`config.mk`:
```
export PLATFORM = sky130hd
export DESIGN_NAME = if_fetch_queue
export DESIGN_NICKNAME = d
export VERILOG_FILES = /design/src/rtl/cpu_pkg.sv /design/src/rtl/fetch_fifo.sv /design/src/rtl/if_fetch_queue.sv
export SDC_FILE = /design/constraint.sdc
export NUM_CORES = 1
export LEC_CHECK = 0
export ABC_AREA = 1
export BUFFER_PORTS_ARGS = -buffer_cell sky130_fd_sc_hd__buf_2
export CAP_MARGIN = 20
export CORE_MARGIN = 3
export CORE_UTILIZATION = 59
export CTS_CLUSTER_SIZE = 16
export DETAILED_ROUTE_END_ITERATION = 6
export PLACE_DENSITY = 0.8
export SETUP_SLACK_MARGIN = 0.2
export SYNTH_ARGS = -nofsm -noshare
export SYNTH_HDL_FRONTEND = slang
export SYNTH_SLANG_ARGS = --single-unit
export TNS_END_PERCENT = 10
```
`constraint.sdc`:
```
create_clock -name clk -period 4.65 [get_ports clk]
set_input_delay 0.93 -clock clk [delete_from_list [all_inputs] [get_ports clk]]
set_output_delay 0.93 -clock clk [all_outputs]
set_load 0.03 [all_outputs]
```
`src/rtl/cpu_pkg.sv`:
```
// Shared fetch-path types and constants: default widths, reset PC, NOP encoding
// and the {pc, inst} entry carried from IF to ID.
package cpu_pkg;
  localparam int DEF_ADDR_W = 32;
  localparam int DEF_INST_W = 32;
  localparam logic [DEF_ADDR_W-1:0] DEF_RESET_PC = 32'h0000_0000;
  localparam logic [DEF_INST_W-1:0] INST_NOP     = 32'h0000_0013;

  typedef struct packed {
    logic [DEF_ADDR_W-1:0] pc;
    logic [DEF_INST_W-1:0] inst;
  } fetch_entry_t;
endpackage

```
`src/rtl/fetch_fifo.sv`:
```
// Synchronous DEPTH-entry FIFO holding fetched {pc, inst} words; head reads 0 when empty.
module fetch_fifo #(
  parameter int DEPTH = 4,
  parameter int W     = 64
) (
  input  logic                     clk,
  input  logic                     rst,
  input  logic                     push,
  input  logic                     pop,
  input  logic                     clear,
  input  logic [W-1:0]             din,
  output logic [$clog2(DEPTH):0]   count,
  output logic [W-1:0]             head
);
  localparam int AW = $clog2(DEPTH);
  localparam int CW = AW + 1;

  logic [W-1:0]  mem [DEPTH];
  logic [AW-1:0] rd_ptr;
  logic [AW-1:0] wr_ptr;

  always_ff @(posedge clk or negedge rst) begin
    if (!rst) begin
      rd_ptr <= '0;
      wr_ptr <= '0;
      count  <= '0;
    end else if (clear) begin
      rd_ptr <= '0;
      wr_ptr <= '0;
      count  <= '0;
    end else begin
      if (push) wr_ptr <= wr_ptr + AW'(1);
      if (pop)  rd_ptr <= rd_ptr + AW'(1);
      count <= count + CW'(push) - CW'(pop);
    end
  end

  // Storage is data only; validity is tracked entirely by count.
  always_ff @(posedge clk) begin
    if (push && !clear) mem[wr_ptr] <= din;
  end

  assign head = (count != '0) ? mem[rd_ptr] : '0;
endmodule

```
`src/rtl/if_fetch_queue.sv`:
```
// Instruction fetch stage: credit-limited in-order memory requests, a response
// queue toward ID, and redirect with discard of stale in-flight responses.
module if_fetch_queue
  import cpu_pkg::*;
#(
  parameter int ADDR_W = DEF_ADDR_W,
  parameter int INST_W = DEF_INST_W,
  parameter int DEPTH  = 4,
  parameter int MAX_OS = 2,
  parameter logic [ADDR_W-1:0] RESET_PC = ADDR_W'(DEF_RESET_PC)
) (
  input  logic              clk,
  input  logic              rst,
  output logic              mem_req_o,
  output logic [ADDR_W-1:0] mem_addr_o,
  input  logic              mem_gnt_i,
  input  logic              mem_rvalid_i,
  input  logic [INST_W-1:0] mem_rdata_i,
  input  logic              flush_i,
  input  logic [ADDR_W-1:0] flush_pc_i,
  output logic              id_valid_o,
  input  logic              id_ready_i,
  output logic [ADDR_W-1:0] id_pc_o,
  output logic [INST_W-1:0] id_inst_o
);
  localparam int CW = $clog2(DEPTH) + 1;
  localparam int OW = $clog2(MAX_OS) + 1;
  localparam int EW = ADDR_W + INST_W;

  logic [ADDR_W-1:0] fetch_pc;
  logic [ADDR_W-1:0] rsp_pc;
  logic [OW-1:0]     outstanding;
  logic [OW-1:0]     discard;
  logic [CW-1:0]     count;
  logic [EW-1:0]     head;
  logic              credit_ok;
  logic              gnt_fire;
  logic              rsp_keep;
  logic              pop;

  function automatic logic [ADDR_W-1:0] word_align(input logic [ADDR_W-1:0] a);
    return {a[ADDR_W-1:2], 2'b00};
  endfunction

  // Every granted request owns a queue slot, so responses can never overflow.
  assign credit_ok  = (32'(outstanding) + 32'(count) < 32'(DEPTH)) &&
                      (32'(outstanding) < 32'(MAX_OS));
  assign mem_req_o  = rst && !flush_i && credit_ok;
  assign mem_addr_o = fetch_pc;
  assign gnt_fire   = mem_req_o && mem_gnt_i;
  assign rsp_keep   = mem_rvalid_i && (discard == '0) && !flush_i;
  assign id_valid_o = (count != '0) && !flush_i;
  assign pop        = id_valid_o && id_ready_i;
  assign id_pc_o    = head[EW-1:INST_W];
  assign id_inst_o  = head[INST_W-1:0];

  always_ff @(posedge clk or negedge rst) begin
    if (!rst) begin
      fetch_pc    <= RESET_PC;
      rsp_pc      <= RESET_PC;
      outstanding <= '0;
      discard     <= '0;
    end else if (flush_i) begin
      // Everything still in flight after this cycle belongs to the old path.
      fetch_pc    <= word_align(flush_pc_i);
      rsp_pc      <= word_align(flush_pc_i);
      outstanding <= outstanding - OW'(mem_rvalid_i);
      discard     <= outstanding - OW'(mem_rvalid_i);
    end else begin
      if (gnt_fire) fetch_pc <= fetch_pc + ADDR_W'(4);
      if (rsp_keep) rsp_pc   <= rsp_pc + ADDR_W'(4);
      outstanding <= outstanding + OW'(gnt_fire) - OW'(mem_rvalid_i);
      if (mem_rvalid_i && (discard != '0)) discard <= discard - OW'(1);
    end
  end

  fetch_fifo #(
    .DEPTH (DEPTH),
    .W     (EW)
  ) u_fifo (
    .clk   (clk),
    .rst   (rst),
    .push  (rsp_keep),
    .pop   (pop),
    .clear (flush_i),
    .din   ({rsp_pc, mem_rdata_i}),
    .count (count),
    .head  (head)
  );
endmodule

```
==> out/metrics.yaml <==
setup_path:
  cpMostUsedCell: "nor2_1"
  timing.critical_path.to: "id_pc_o[2]"
  critPathSlowestCell: "buf_4"
  critPathKind: "register to primary output"
  r2r_cells: 13
  critical_path_arrival_ns: 3.00
  crit_required_ns: 3.72
  endpoint_kind: "primary output"
  r2r-start: "u_fifo.count[1]"
  cp-start-kind: "register"
  crit_fanout: 82
  r2r_slack_ns: 2.09
  critPathLaunch: "u_fifo.rd_ptr[0]"
  crit_chain: "buf_4 -> nor2_1 -> nor2_1 -> o21ai_0 -> a21oi_1 -> buf_2"
  critPathMaxStageDelay_ns: 0.78
  regToRegEndpoint: "u_fifo.count[2]"
clock_tree:
  cts_root_buf: "clkbuf_16"
  cts_resized: 0
  path_clk_slew_ns: 0.06
  cts_tree: "built"
  cts.path.max_buffers: 3
  holdBufCountCts: 0
  ctsHtreeMaxLevel: 1
  clock_latency_ns: 0.54
  cts_setup_buffers: 0
  numCtsBuffers: 31
  cts_sinks: 319
floorplan:
  io_pins: 168
  fp.dieH_um: 164
  rows: 57
  coreArea_um2: 24400
  die_w_um: 164
  start_util_pct: 60.1
  die_area_um2: 26800
pwr:
  swShare_pct: 38.9
  p_leak_nw: 6.72
  power.internal_w: 0.00541
  seqPwrFrac_pct: 41.1
  comb_power_share_pct: 32.7
  power.switching_w: 0.00344
  clock_power_share_pct: 26.2
  ir_worst_vdd_v: 0.000311
  p_per_area_nw_per_um2: 531
timing:
  fin_crit_ns: 3.93
  skew_ns: 0.00740
  hold_viol_final: 0
  worstMarginPinSlew_ns: 0.969
  slew_viol_final: 0
  final-setup-viol-count: 0
  grt_setup_unrepaired: "false"
  period_share_pct: 84.4
  fmax_mhz: 255
  setup_tns_ns: 0
  slew_headroom_pct: 35.4
synthesis:
  ys_seq_elements: 319
  synth_cells: 1500
  synth_area_per_cell_um2: 9.78
  synth_flop_cell: "edfxtp_1"
  ys_seq_area_share_pct: 62.9
  synth_warnings: 0
  async_flop_share_pct: 22.3
  ys_types: 40
  synth_edf_count: 248
  synth_area_um2: 14700
route:
  antenna_left: 0
  drtIter0Drc: 1195
  drc: 0
  vias: 11300
  firstDrtPassIters: 6
  avgRoutedWirePerCell_um: 17.7
  vias_per_cell: 5.67
  wirelength_mm: 35.4
run_status:
  status: "complete, no violations"
grt:
  grt_pass1_vias: 10800
  gr-total-overflow: 0
  antenna_found_initial: 0
  grt_pass1_wl_mm: 54.5
  grtUsageTotal_pct: 25.8
  grt_start_max_net_pins: 83
placed_design:
  io_buffers: 161
  dp_hpwl_mm: 21.7
  gp_congestion: 0.940
final_layout:
  n_antenna_cell: 0
  multi_input_area_um2: 4720
  final_util_pct: 68.4
  final_nets: 1730
  syn_to_final_growth_pct: 13.8
  register_area_um2: 9230
  drive_above_1_share_pct: 15.6
  n_fill_cell: 1826
flow_run:
  maxCapViolCount: 0
min_path:
  hold_class: "input port to asynchronous set/reset pin"
## cells in the mapped netlist, types with 3 or more instances
cell	number	area (um^2)
nor2_1	329	1230
edfxtp_1	248	7450
nand2_1	248	931
o21ai_0	160	801
inv_1	108	405
a21oi_1	74	370
dfrtp_1	71	1780
nand3_1	71	355
clkbuf_1	27	101
buf_2	20	100
nand4_1	14	87.6
nor3_1	14	70.1
xor2_1	14	123
ha_1	13	163
o211ai_1	13	97.6
buf_4	9	67.6
buf_1	8	30.0
inv_2	7	26.3
o21ai_1	7	35.0
nor2_4	6	67.6
a31oi_1	4	25.0
nand2_2	3	18.8
nand3_4	3	52.6
nor2_2	3	18.8
nor3_2	3	30.0
o21bai_1	3	22.5
## registers in the layout (all words and copies together), names as in the netlist
name           flops
discard            2
mem_addr_o        30
outstanding        2
rsp_pc            30
u_fifo.count       3
u_fifo.mem       248
u_fifo.rd_ptr      2
u_fifo.wr_ptr      2
## power groups by stage
stage	Combinational (W)	Clock, W	Sequential (W)
2_1_floorplan	0.00202	0	0.00364
3_3_place_gp	0.00279	0	0.00367
3_5_place_dp	0.00287	0	0.00369
4_1_cts	0.00289	0.00236	0.00363
5_1_grt	0.00317	0.00246	0.00368
6_report	0.00290	0.00232	0.00364
## critical path: cells and delay by family (launching register included)
family | cells | cell delay (ns)
compound gates | 2 | 0.31
buf+inv | 2 | 1.03
flops | 1 | 0.76
simple gates | 2 | 0.25
## routing by layer
layer | vias up | track usage [%] | share of wire (%) | wire length [um]
met3 | 74 | 3.22 | 8.4 | 2980
met4 | 0 | 8.57 | 2.4 | 864
met1 | 5320 | 33.6 | 40 | 14000
met2 | 571 | 45.1 | 49 | 17500
li1 | 5337 | - | - | -
met5 | - | 0 | 0 | 0
## cells by family after synthesis
kind of cell / Yosys count / share of synthesized area, %
flip-flops: 319 / 62.9
XOR/XNOR: 16 / 0.956
buffers and inverters: 182 / 5.16
AO/OA/AOI/OAI: 264 / 9.39
other: 1 / 0.0256
adder cells (fa/ha/maj): 14 / 1.25
AND/OR/NAND/NOR: 704 / 20.3
## cell type report
class,instances,area share [%]
clock buffer,37,4.90
clock inverter,19,0.765
inverter,116,2.61
multi-input combinational,1002,28.3
sequential,319,55.3
tap,324,2.43
timing repair buffer,176,5.65
## per-stage QoR
stage	setup WS (ns)	area [um^2]	power [W]	hold WS [ns]	cells
final	0.725	16700	0.00886	0.364	1993
after global routing	0.557	16700	0.00930	0.387	1993
after CTS	0.655	16700	0.00887	0.368	1992
after detailed placement	1.25	15700	0.00655	0.533	1936
after global placement	1.32	15700	0.00646	0.510	1936
after floorplan	0.0346	14700	0.00567	0.494	1503
## worst min-delay path by stage
stage                           from        endpoint  slack, ns
after CTS                        rst  mem_addr_o[28]       0.37
after global routing             rst  mem_addr_o[28]       0.39
final                            rst  mem_addr_o[28]       0.36
after detailed placement  discard[1]      discard[1]       0.53
after floorplan           discard[1]      discard[1]       0.49
after global placement    discard[1]      discard[1]       0.51
## cells in the final DEF (no fill, tap or decap), types with 13 or more instances in the layout
master,instances
ha_1,13
nor3_1,14
nand2_1,248
nand4_1,14
edfxtp_1,248
buf_2,161
clkbuf_16,31
xor2_1,14
inv_1,108
dfrtp_1,69
o21ai_0,160
o211ai_1,13
a21oi_1,74
nand3_1,71
buf_4,13
nor2_1,325
(Power assumes the default switching activity.)
